**config.mk**
```make
export PLATFORM = sky130hd
export DESIGN_NAME = mouse_cursor_select
export DESIGN_NICKNAME = d
export VERILOG_FILES = /design/src/rtl/mouse_pkg.sv /design/src/rtl/cursor_axis.sv /design/src/rtl/mouse_cursor_select.sv
export SDC_FILE = /design/constraint.sdc
export NUM_CORES = 1
export LEC_CHECK = 0
export CAP_MARGIN = 20
export CORE_ASPECT_RATIO = 0.9
export CORE_MARGIN = 2
export CORE_UTILIZATION = 46
export CTS_BUF_LIST = sky130_fd_sc_hd__clkbuf_8 sky130_fd_sc_hd__clkbuf_16
export CTS_CLUSTER_SIZE = 16
export DETAILED_ROUTE_END_ITERATION = 6
export DONT_BUFFER_PORTS = 1
export GPL_TIMING_DRIVEN = 1
export PLACE_DENSITY = 0.63
export SLEW_MARGIN = 0
export SYNTH_ARGS = -nofsm -noshare
export SYNTH_HDL_FRONTEND = slang
export SYNTH_SLANG_ARGS = --single-unit
export TNS_END_PERCENT = 100
```
**constraint.sdc**
```tcl
create_clock -name Clk -period 5.3 [get_ports Clk]
set_clock_uncertainty 0.1 [all_clocks]
set_input_delay 0.795 -clock Clk [delete_from_list [all_inputs] [get_ports Clk]]
set_output_delay 0.795 -clock Clk [all_outputs]
set_load 0.05 [all_outputs]
```
**src/rtl/mouse_pkg.sv**
```systemverilog
// Shared types and constants for the mouse cursor / selection block.
package mouse_pkg;

  // Coordinate width used for cursor and captured points.
  localparam int COORD_W = 10;

  // Bit positions inside the {mid, right, left} button vector.
  localparam int BTN_L = 0;
  localparam int BTN_R = 1;
  localparam int BTN_M = 2;

  // Two-click selection FSM states; encoding is visible on sel_state.
  typedef enum logic [1:0] {
    IDLE       = 2'd0,
    HAVE_START = 2'd1,
    PRESENT    = 2'd2
  } sel_state_t;

endpackage

```
**src/rtl/cursor_axis.sv**
```systemverilog
// One cursor axis: picks the packet delta (optionally inverted, zeroed on
// overflow), optionally accelerates it, adds it to the current position and
// clamps the result to [0, MAX]. Purely combinational.
// Optional feature: define MOUSE_ACCEL_EN to double deltas whose magnitude
// exceeds ACCEL_THRESH.
module cursor_axis
  import mouse_pkg::*;
#(
  parameter int MAX          = 639,
  parameter int ACCEL_THRESH = 8
) (
  input  logic [COORD_W-1:0] pos_i,
  input  logic [8:0]         delta_i,
  input  logic               invert_i,
  input  logic               ovf_i,
  output logic [COORD_W-1:0] next_o
);

`ifdef MOUSE_ACCEL_EN
  localparam bit ACCEL_ON = 1'b1;
`else
  localparam bit ACCEL_ON = 1'b0;
`endif

  // 12 bits leaves headroom for a doubled delta on top of the largest position.
  localparam logic signed [11:0] MAX_S = 12'(MAX);
  localparam logic signed [11:0] THR_S = 12'(ACCEL_THRESH);

  logic signed [11:0] delta_s;
  logic signed [11:0] step_s;
  logic signed [11:0] sum_s;

  // Delta select, optional acceleration, add and clamp.
  always_comb begin
    delta_s = {{3{delta_i[8]}}, delta_i};
    if (invert_i) begin
      delta_s = -delta_s;
    end
    if (ovf_i) begin
      delta_s = '0;
    end
    step_s = delta_s;
    if (ACCEL_ON && ((delta_s > THR_S) || (delta_s < -THR_S))) begin
      step_s = delta_s <<< 1;
    end
    sum_s = $signed({2'b00, pos_i}) + step_s;
    if (sum_s < 12'sd0) begin
      next_o = '0;
    end else if (sum_s > MAX_S) begin
      next_o = MAX_S[COORD_W-1:0];
    end else begin
      next_o = sum_s[COORD_W-1:0];
    end
  end

endmodule

```
**src/rtl/mouse_cursor_select.sv**
```systemverilog
// Cursor accumulator plus two-click start/end selection for the path search.
// Motion and button edges are taken from decoded PS/2 packets; the FSM hands
// the captured pair to the consumer over a valid/ready handshake.
// Optional feature: MOUSE_ACCEL_EN enables delta doubling inside cursor_axis.
module mouse_cursor_select
  import mouse_pkg::*;
#(
  parameter int H_MAX        = 639,
  parameter int V_MAX        = 479,
  parameter int X_INIT       = 320,
  parameter int Y_INIT       = 240,
  parameter int ACCEL_THRESH = 8
) (
  input  logic               Clk,
  input  logic               Reset,
  input  logic               pkt_valid,
  input  logic [2:0]         pkt_btn,
  input  logic [8:0]         pkt_dx,
  input  logic [8:0]         pkt_dy,
  input  logic               pkt_xov,
  input  logic               pkt_yov,
  output logic [COORD_W-1:0] cursor_x,
  output logic [COORD_W-1:0] cursor_y,
  output logic [2:0]         btn_held,
  output logic               sel_valid,
  input  logic               sel_ready,
  output logic [COORD_W-1:0] sel_start_x,
  output logic [COORD_W-1:0] sel_start_y,
  output logic [COORD_W-1:0] sel_end_x,
  output logic [COORD_W-1:0] sel_end_y,
  output logic [1:0]         sel_state,
  output logic [7:0]         drop_cnt
);

  logic [COORD_W-1:0] cur_x_q, cur_y_q;
  logic [COORD_W-1:0] next_x, next_y;
  logic [2:0]         btn_held_q;
  logic [2:0]         press;
  sel_state_t         state_q, state_d;
  logic               sel_valid_q;
  logic [COORD_W-1:0] start_x_q, start_x_d, start_y_q, start_y_d;
  logic [COORD_W-1:0] end_x_q, end_x_d, end_y_q, end_y_d;
  logic [7:0]         drop_q, drop_d;

  // Screen Y grows downward, so the Y axis inverts the PS/2 delta.
  cursor_axis #(.MAX(H_MAX), .ACCEL_THRESH(ACCEL_THRESH)) u_axis_x (
    .pos_i    (cur_x_q),
    .delta_i  (pkt_dx),
    .invert_i (1'b0),
    .ovf_i    (pkt_xov),
    .next_o   (next_x)
  );

  cursor_axis #(.MAX(V_MAX), .ACCEL_THRESH(ACCEL_THRESH)) u_axis_y (
    .pos_i    (cur_y_q),
    .delta_i  (pkt_dy),
    .invert_i (1'b1),
    .ovf_i    (pkt_yov),
    .next_o   (next_y)
  );

  assign press = pkt_valid ? (pkt_btn & ~btn_held_q) : 3'b000;

  // Selection FSM next state, captures and drop counter.
  always_comb begin
    state_d   = state_q;
    start_x_d = start_x_q;
    start_y_d = start_y_q;
    end_x_d   = end_x_q;
    end_y_d   = end_y_q;
    drop_d    = drop_q;
    case (state_q)
      IDLE: begin
        if (press[BTN_L]) begin
          start_x_d = next_x;
          start_y_d = next_y;
          state_d   = HAVE_START;
        end
      end
      HAVE_START: begin
        // Right press cancels, even when left is pressed in the same packet.
        if (press[BTN_R]) begin
          state_d = IDLE;
        end else if (press[BTN_L]) begin
          end_x_d = next_x;
          end_y_d = next_y;
          state_d = PRESENT;
        end
      end
      PRESENT: begin
        if (press[BTN_L] && (drop_q != 8'hFF)) begin
          drop_d = drop_q + 8'd1;
        end
        if (sel_ready) begin
          state_d = IDLE;
        end
      end
      default: state_d = IDLE;
    endcase
  end

  // State, cursor and capture registers.
  always_ff @(posedge Clk) begin
    if (Reset) begin
      cur_x_q     <= COORD_W'(X_INIT);
      cur_y_q     <= COORD_W'(Y_INIT);
      btn_held_q  <= '0;
      state_q     <= IDLE;
      sel_valid_q <= 1'b0;
      start_x_q   <= '0;
      start_y_q   <= '0;
      end_x_q     <= '0;
      end_y_q     <= '0;
      drop_q      <= '0;
    end else begin
      if (pkt_valid) begin
        cur_x_q    <= next_x;
        cur_y_q    <= next_y;
        btn_held_q <= pkt_btn;
      end
      state_q     <= state_d;
      sel_valid_q <= (state_d == PRESENT);
      start_x_q   <= start_x_d;
      start_y_q   <= start_y_d;
      end_x_q     <= end_x_d;
      end_y_q     <= end_y_d;
      drop_q      <= drop_d;
    end
  end

  assign cursor_x    = cur_x_q;
  assign cursor_y    = cur_y_q;
  assign btn_held    = btn_held_q;
  assign sel_valid   = sel_valid_q;
  assign sel_start_x = start_x_q;
  assign sel_start_y = start_y_q;
  assign sel_end_x   = end_x_q;
  assign sel_end_y   = end_y_q;
  assign sel_state   = state_q;
  assign drop_cnt    = drop_q;

endmodule

```
# ---- Word level (Yosys, flattened, before mapping)
# Index checks and enable logic that the tools add are counted.
dict set report totals {
  register_bits 74
  inputBits 27
  output_inout_bits 74
  elab_cells 42
}
dict set report op_classes {
  n_addsub 4
  n_lt_le_gt_ge 4
  n_eq_ne 4
  n_mux 12
  n_bitwise 3
  reduce_logical 5
}
# operator n
set ops {}
lappend ops {{10-bit two-way mux} 4}
lappend ops {{11-bit by 12-bit adder with 12-bit output} 2}
lappend ops {{12-bit by 1-bit < comparator with 1-bit output, second input constant} 2}
lappend ops {{12-bit two-way mux} 2}
lappend ops {{12-bit by 10-bit greater-than comparator with 1-bit output, second input constant} 1}
lappend ops {{12-bit by 11-bit greater-than comparator with 1-bit output, second input constant} 1}
lappend ops {{9-bit negation with 12-bit output} 1}
lappend ops {{2-bit two-way mux} 5}
lappend ops {{8-bit by 1-bit adder with 8-bit output, second input constant} 1}
lappend ops {{8-bit inequality test, second input constant} 1}
lappend ops {{2-bit one-hot mux with 3 select lines} 1}
lappend ops {{2-bit == test, second input constant} 2}
lappend ops {{2-bit AND reduction} 2}
lappend ops {{3-bit AND reduction} 1}
lappend ops {{2-bit AND} 1}
lappend ops {{2-bit by 1-bit == test with 1-bit output, second input constant} 1}
lappend ops {{2-bit logical NOT} 1}
lappend ops {{2-bit inverter} 1}
lappend ops {{1-bit logical AND} 1}
lappend ops {{1-bit inverter} 1}

# ---- Depth between registers and ports, before layout
# Gate-level depths: netlist of run 1.
dict set report logic_depth {
  ltp_word 7
  ltp_mapped 15
  ltp_nobuf 14
}

# ---- Cells and area by module
# From an unflattened synthesis of run 1, not the netlist that was laid out.
dict set report unflattened {
  cells_unflattened 529
  area_unflattened_um2 4513.1
}
# mod instances cells_per_inst area_per_inst_um2 seq_area_each_um2
set modules_own_cells {}
lappend modules_own_cells {mouse_cursor_select 1 288 2745.1 1481.4}
lappend modules_own_cells {{cursor_axis at u_axis_x} 1 123 950.9 0.0}
lappend modules_own_cells {{cursor_axis at u_axis_y} 1 118 817.0 0.0}

# ---- Worst setup path after synthesis of run 1
# No wires, ideal clock.
dict set report synth_path {
  path_kind {input to register}
  startpoint {input port pkt_dy[2]}
  endpoint {register cur_y_q[7], in the netlist cursor_y[7]}
  setup_time_ns 0.122
  arrival_ns 3.500
  required_time_ns 5.078
  setup_slack_ns 1.578
  stages 13
  n_path_buf 0
  path_cell_list {nor3_2 nand2_1 nor3_1 xor2_1 nor2_1 ha_1 a21o_1 a211o_1 nor2_1 a2111oi_2 mux2_2 and2_1 a221o_1}
}
dict set report synth_via {
  elab_chain_len 6
  elab_cells_between_ends 7
  cone_classes {2 x add/sub; 2 x order compare; 3 x mux}
}
# item line_no
set synth_lines {}
lappend synth_lines {{start: declaration} mouse_cursor_select.sv:19} ;# input logic [8:0] pkt_dy,
lappend synth_lines {{9-bit negation with 12-bit output (*)} cursor_axis.sv:37} ;# delta_s = -delta_s;
lappend synth_lines {{12-bit two-way mux (*)} cursor_axis.sv:39} ;# if (ovf_i) begin
lappend synth_lines {{11-bit by 12-bit adder with 12-bit output (*)} cursor_axis.sv:46} ;# sum_s = $signed({2'b00, pos_i}) + step_s;
lappend synth_lines {{12-bit by 10-bit greater-than comparator with 1-bit output} cursor_axis.sv:49} ;# end else if (sum_s > MAX_S) begin
lappend synth_lines {{10-bit two-way mux} cursor_axis.sv:49}
lappend synth_lines {{10-bit two-way mux (*)} cursor_axis.sv:47} ;# if (sum_s < 12'sd0) begin
lappend synth_lines {{end signal: assignment} mouse_cursor_select.sv:106} ;# cur_y_q <= COORD_W'(Y_INIT);
lappend synth_lines {{end signal: assignment} mouse_cursor_select.sv:118} ;# cur_y_q <= next_y;
lappend synth_lines {{end: declaration} mouse_cursor_select.sv:35} ;# logic [COORD_W-1:0] cur_x_q, cur_y_q;
# Every way passes the cells marked *; elsewhere a longest branch is shown, timed or not.
# A chain may end at the register's enable or synchronous reset.

# ---- Final worst setup path of run 1
dict set report layout_path {
  startpoint {input port pkt_dy[2]}
  endpoint {register start_y_q[6], in the netlist sel_start_y[6]}
}
dict set report layout_via {
  elab_chain_len 6
  elab_cells_between_ends 7
  cone_classes {2 x add/sub; 2 x order compare; 3 x mux}
}
# item line_no
set layout_lines {}
lappend layout_lines {{9-bit negation with 12-bit output (*)} cursor_axis.sv:37}
lappend layout_lines {{12-bit two-way mux (*)} cursor_axis.sv:39}
lappend layout_lines {{11-bit by 12-bit adder with 12-bit output (*)} cursor_axis.sv:46}
lappend layout_lines {{12-bit by 10-bit greater-than comparator with 1-bit output} cursor_axis.sv:49}
lappend layout_lines {{10-bit two-way mux} cursor_axis.sv:49}
lappend layout_lines {{10-bit two-way mux (*)} cursor_axis.sv:47}
lappend layout_lines {{end signal: assignment} mouse_cursor_select.sv:124} ;# start_y_q <= start_y_d;
lappend layout_lines {{end: declaration} mouse_cursor_select.sv:41} ;# logic [COORD_W-1:0] start_x_q, start_x_d, start_y_q, start_y_d;
# Marks and branches as above.

==> results.toml, run 1 <==
[outcome]
run_status = "finished clean"

[clocking]
cts_hold_buf = 0
clkLatencyLatePin_ps = 340
cts.reportedPaths.clkPinSlew_ps = 80
cts.sinks = 74
cts_resized = 0
cts_buffers = 9
post_cts_buffers = 0
cts_tree = "done"
root_buffer = "clkbuf_8"
cts_buffer_depth = 2
htreeDepth = 3

[layout]
final-instance-count-excl-fill = 541
drive_gt1_share_pct = 7.47
multi_input_area_um2 = 2330
n_fill_cell = 762
area_delta_synth_final_pct = 8.39
antenna_cells = 0
seq_area_um2 = 1480
final_nets = 489

[setup_path]
reg2reg_depth = 8
crit_type = "in -> reg"
cp_slowest_stage_delay_ps = 630
cp_data_required_time_ps = 5480
rr_endpoint = "cursor_y[2]$_SDFFE_PP0P_"
start_kind = "input pin"
cp_slowest_cell = "nor2b_1"
r2r_slack_ps = 1970
reg2reg_from = "cursor_y[1]$_SDFFE_PP0P_"
cpMostUsedCell = "nor2_1"
cp.depth = 13
end_kind = "register"
critPathMaxFanout = 9
critical_path.startpoint = "pkt_dy[2]"
path_cells = "nor3_2 -> nand2_1 -> nor3_1 -> xor2_1 -> nor2_1 -> ha_1 -> a21o_1 -> a211o_1 -> nor2_1 -> a2111oi_2 -> mux2_2 -> nor2b_1 -> a22o_1"
crit_buf_inv = 0
crit_path_end = "sel_start_y[6]$_SDFFE_PP0P_"
crit_family = "simple AND/OR/NAND/NOR gates"
worst_ep_arrival_time_ps = 3990

[timing]
finalHoldViolations = 0
fin_crit_sh_pct = 71.9
rsz0062_at_grt = "no"
setup_viol = 0
relSlewSlack_pct = 28.3
setup_tns_ps = 0
worst_pin_slew_ps = 1070
fmax_ghz = 0.262
drv_slew = 0
period_needed_ps = 3810

[yosys]
synth_cell_types = 57
syn_nets = 491
ys.warnings.count = 0
synth_cells = 439
ys_seq_area_share_pct = 37.8
synth_area_um2 = 3920
avgSynthCellArea_um2 = 8.94
ys_async_sr_fraction_pct = 0
ys_ff_latch = 74
synth_flop_cell = "dfxtp_1"
synth_edf_count = 0

[die]
fp.coreArea_um2 = 8150
dieWidth_um = 101
die_h_um = 91.6
pin_count = 101
num_rows = 31
start_util_pct = 48.2
die-area_um2 = 9290

[routing]
drc = 0
wl_met3_um = 787
route.top_layer_used = "met4"
route.layer.met1.wl_um = 4440
dr_total_vias = 3220
dr.pass1.iters = 4
detail-route-antenna-nets = 0
wl_per_cell_um = 17.4
viasPerCell = 5.95
wl_um = 9410
drt_iter0_markers = 139
dr_wl_met2_um = 4120

[worst_hold_path]
hold_class = "in -> reg"

[placement]
place_inst = 523
dp_hpwl_um = 7130
globalplace.congestion = 0.884
port_buffers = 0

[global_route]
gr-total-overflow = 0
grt_usage_pct = 20.4
grt_pass1_vias = 2995
grt_max_degree = 38
grt_pass1_wl_um = 15000
antenna_found_initial = 0

[power]
leakage_nw = 1.71
p_per_area_nw_per_um2 = 358
peakVddDrop_v = 0.000159

[run]
cap_violations = 0
==> where the power goes <==
| group | switching (W) | leakage [nW] | internal (W) |
|---|---|---|---|
| combinational | 0.000172 | 0.988 | 0.000116 |
| clock | 0.000198 | 0.119 | 0.000303 |
| sequential | 0.000145 | 0.603 | 0.000588 |
| total | 0.000514 | 1.71 | 0.00101 |
==> synthesized netlist by cell type (2+ instances only) <==
master / instances / area, µm²
nor3b_1: 2 / 15.0
a22o_1: 20 / 175
nor3_1: 12 / 60.1
ha_1: 23 / 288
a311oi_1: 3 / 26.3
o22ai_1: 2 / 12.5
or3_1: 4 / 25.0
o32ai_1: 4 / 35.0
nand2_1: 29 / 109
xor2_1: 16 / 140
nand3_1: 7 / 35.0
nor2b_1: 15 / 93.8
a31oi_1: 4 / 25.0
nand4_1: 4 / 25.0
a221o_1: 4 / 40.0
and2_1: 5 / 31.3
and3_1: 4 / 25.0
clkbuf_1: 14 / 52.6
fa_1: 2 / 40.0
a21o_1: 5 / 37.5
buf_2: 2 / 10.0
a21oi_1: 24 / 120
a211oi_1: 6 / 45.0
nand2b_1: 15 / 93.8
dfxtp_1: 74 / 1480
o21ai_0: 22 / 110
nor2_1: 45 / 169
xnor2_1: 12 / 105
inv_1: 12 / 45.0
o31ai_1: 6 / 45.0
a211oi_2: 2 / 25.0
a32o_1: 5 / 50.1
nand3b_1: 3 / 22.5
mux2i_1: 4 / 40.0
o211ai_1: 5 / 37.5
or2_2: 2 / 12.5
==> cells by family after synthesis <==
| group | after synthesis | share of synthesized area, % |
|---|---|---|
| AOI/OAI and AO/OA | 124 | 22.9 |
| xor gates and xnor gates | 28 | 6.25 |
| adders and majority gates | 25 | 8.35 |
| buffers and inverters | 29 | 2.84 |
| DFF | 74 | 37.8 |
| muxes | 7 | 2.04 |
| and+or+nand+nor | 152 | 19.8 |
==> placed cells by master, fill, tap and decap left out, drive strengths merged, types with 3 or more instances in the layout <==
master / count
a211oi: 8
a21o: 5
a21oi: 24
a221o: 4
a22o: 20
a311oi: 3
a31oi: 4
a32o: 5
and2: 5
and3: 4
buf: 4
clkbuf: 12
dfxtp: 74
ha: 23
inv: 12
mux2i: 5
nand2: 29
nand2b: 15
nand3: 7
nand3b: 3
nand4: 4
nor2: 45
nor2b: 15
nor3: 13
o211ai: 5
o21ai: 23
o31ai: 6
o32ai: 4
or3: 4
xnor2: 12
xor2: 16
==> stage by stage <==
step / total power, W / utilization [%] / area (µm²) / setup slack (ps) / hold WS (ps)
floorplan: 0.000967 / - / 3920 / 1580 / 573
global placement: 0.00103 / 49.1 / 4000 / 1270 / 594
detailed placement: 0.00103 / 49.1 / 4000 / 1200 / 600
CTS: 0.00153 / 52.0 / 4230 / 1570 / 393
global route: 0.00160 / 52.2 / 4250 / 1220 / 383
finish: 0.00152 / 52.2 / 4250 / 1490 / 408
==> metal layers <==
metal,vias up,GRT usage (%)
met5,-,0
met4,0,4.39
met3,8,8.54
met2,98,29.5
met1,1511,28.3
li1,1603,-
==> worst min path at each step <==
stage	depth (start not counted)	slack [ps]	startpoint	endpoint
6_report	1	410	Reset	drop_cnt[7]$_SDFFE_PP0P_
5_1_grt	1	380	Reset	drop_cnt[7]$_SDFFE_PP0P_
4_1_cts	1	390	Reset	drop_cnt[7]$_SDFFE_PP0P_
3_5_place_dp	2	600	sel_end_x[2]$_SDFFE_PP0P_	sel_end_x[2]$_SDFFE_PP0P_
3_3_place_gp	2	590	sel_end_x[2]$_SDFFE_PP0P_	sel_end_x[2]$_SDFFE_PP0P_
2_1_floorplan	2	570	sel_end_x[2]$_SDFFE_PP0P_	sel_end_x[2]$_SDFFE_PP0P_
==> area by class of cell <==
class                      count  area share, %
timing repair buffer           4          0.794
tap                           99           2.91
clock buffer                  12           3.88
sequential                    74           34.8
multi-input combinational    336           54.8
clock inverter                 4           1.71
inverter                      12           1.06
==> flip-flops by register name, summed over array words and instances, names as in the netlist, 3 cells and up <==
register	flops
sel_end_y	10
sel_start_x	10
cursor_y	10
sel_start_y	10
drop_cnt	8
sel_end_x	10
cursor_x	10
btn_held	3
Power figures use the tool's default switching activity.
==> inputs of run 2 (changes only) <==
--- a/config.mk
+++ b/config.mk
@@ -14,7 +14,7 @@
 export DETAILED_ROUTE_END_ITERATION = 6
 export DONT_BUFFER_PORTS = 1
 export GPL_TIMING_DRIVEN = 1
-export PLACE_DENSITY = 0.63
+export PLACE_DENSITY = 0.65
 export SLEW_MARGIN = 0
 export SYNTH_ARGS = -nofsm -noshare
 export SYNTH_HDL_FRONTEND = slang
==> constraint.sdc (replaced) <==
create_clock -name Clk -period 3.2 [get_ports Clk]
set_clock_uncertainty 0.1 [all_clocks]
set_input_delay 0.48 -clock Clk [delete_from_list [all_inputs] [get_ports Clk]]
set_output_delay 0.48 -clock Clk [all_outputs]
set_load 0.05 [all_outputs]
==> results.toml, run 2 (same netlist as run 1, synthesis figures left out) <==
[outcome]
run_status = "finished clean"

[setup_path]
r2r_slack_ps = 270
crit_type = "in -> reg"
start_kind = "input pin"
cp_data_required_time_ps = 3330
worst_ep_arrival_time_ps = 3140
critPathMaxFanout = 9
reg2reg_depth = 8
end_kind = "register"

[global_route]
grtUsageMet1_pct = 29.2
grt_use_met3_pct = 10.1
grt_pass1_wl_um = 16300
busiest_layer = "met2"
grt_use_met2_pct = 32.7
grt_usage_pct = 22.0
grt_pass1_vias = 3307
grt_max_degree = 38
antenna_found_initial = 0
gr-total-overflow = 0

[placement]
place_area_um2 = 4470
dp_worst_setup_slack_ps = -244
dp_hpwl_um = 7970
globalplace.congestion = 0.918
port_buffers = 0

[timing]
period_needed_ps = 3000
layout_setup_ws_ps = 197
relSlewSlack_pct = 30.1
fmax_ghz = 0.333
finalHoldViolations = 0
drv_slew = 0
setup_viol = 0
fin_crit_sh_pct = 93.8
worst_pin_slew_ps = 1040
rsz0062_at_grt = "no"

[die]
num_rows = 31
fp.coreArea_um2 = 8150
die-area_um2 = 9290
die_h_um = 91.6
start_util_pct = 48.2
pin_count = 101
dieWidth_um = 101

[worst_hold_path]
min_path_cells = 1
hold_class = "in -> reg"

[power]
peakVddDrop_v = 0.000273
power_w = 0.00256
leakage_nw = 1.99
p_per_area_nw_per_um2 = 547

[clocking]
root_buffer = "clkbuf_8"
cts.reportedPaths.clkPinSlew_ps = 80
cts_resized = 0
post_cts_buffers = 0
clkLatencyLatePin_ps = 350
cts_buffer_depth = 2
cts_hold_buf = 0
htreeDepth = 3
cts_buffers = 9
cts.sinks = 74
cts_tree = "done"

[layout]
drive_gt1_share_pct = 19.1
final_common_cell = "dfxtp_1"
final_nets = 545
antenna_cells = 0
area_delta_synth_final_pct = 19.5
final_cell_mix = "dfxtp_1, buf_4, nor2_1, nand2_1, a21oi_1"
final_area_um2 = 4690

[routing]
wl_per_cell_um = 17.1
dr.pass1.iters = 5
wl_um = 10200
drc = 0
viasPerCell = 5.75
drt_iter0_markers = 124
dr_total_vias = 3434
detail-route-antenna-nets = 0

[run]
cap_violations = 0
[run 2: path summary, 6_finish.rpt]
path                            startpoint                  endpoint
setup / recovery                 pkt_dy[0]  cursor_y[6]$_SDFFE_PP1P_
hold / removal                       Reset  drop_cnt[5]$_SDFFE_PP0P_
setup reg to reg  cursor_x[0]$_SDFFE_PP0P_  cursor_x[6]$_SDFFE_PP1P_
hold reg to reg   cursor_y[1]$_SDFFE_PP0P_  cursor_y[1]$_SDFFE_PP0P_
[run 2: final cells by class]
type                       count  area [µm²]
fill                         748        3460
multi-input combinational    336        2380
sequential                    74        1480
timing repair buffer          60         463
clock buffer                   9         124
tap                           99         124
clock inverter                 7        70.1
inverter                      12        45.0
[run 2: metrics by stage]
stage          instances  hold slack (ps)  setup TNS (ps)  util [%]
4_1_cts              597             66.8               0      57.3
5_1_grt              597             57.5               0      57.6
3_3_place_gp         581              452           -2080      54.9
3_5_place_dp         581              457           -4590      54.9
6_report             597             89.2               0      57.6
2_1_floorplan        439              527            -188         -
[run 2: report_power, final]
group	total, W	leakage [nW]	internal [W]	switching (W)
clock	0.000716	0.0931	0.000358	0.000357
combinational	0.000747	1.29	0.000314	0.000433
sequential	0.00110	0.603	0.000974	0.000128
[run 2: layer usage]
| metal | share of wire, % | up-vias | wire (µm) |
|---|---|---|---|
| met1 | 45 | 1565 | 4560 |
| li1 | - | 1717 | - |
| met4 | 1.7 | 0 | 176 |
| met3 | 10 | 15 | 1040 |
| met2 | 43 | 137 | 4400 |
| met5 | 0 | - | 0 |
[run 2: worst max-delay path, stage by stage]
cell	delay, ps
inv_1	30
ha_2	290
nor2b_1	240
ha_1	280
a21oi_1	310
nor3b_4	100
o41ai_4	360
nor3_1	150
nor4_4	320
buf_12	160
nand2b_1	80
a221o_1	330
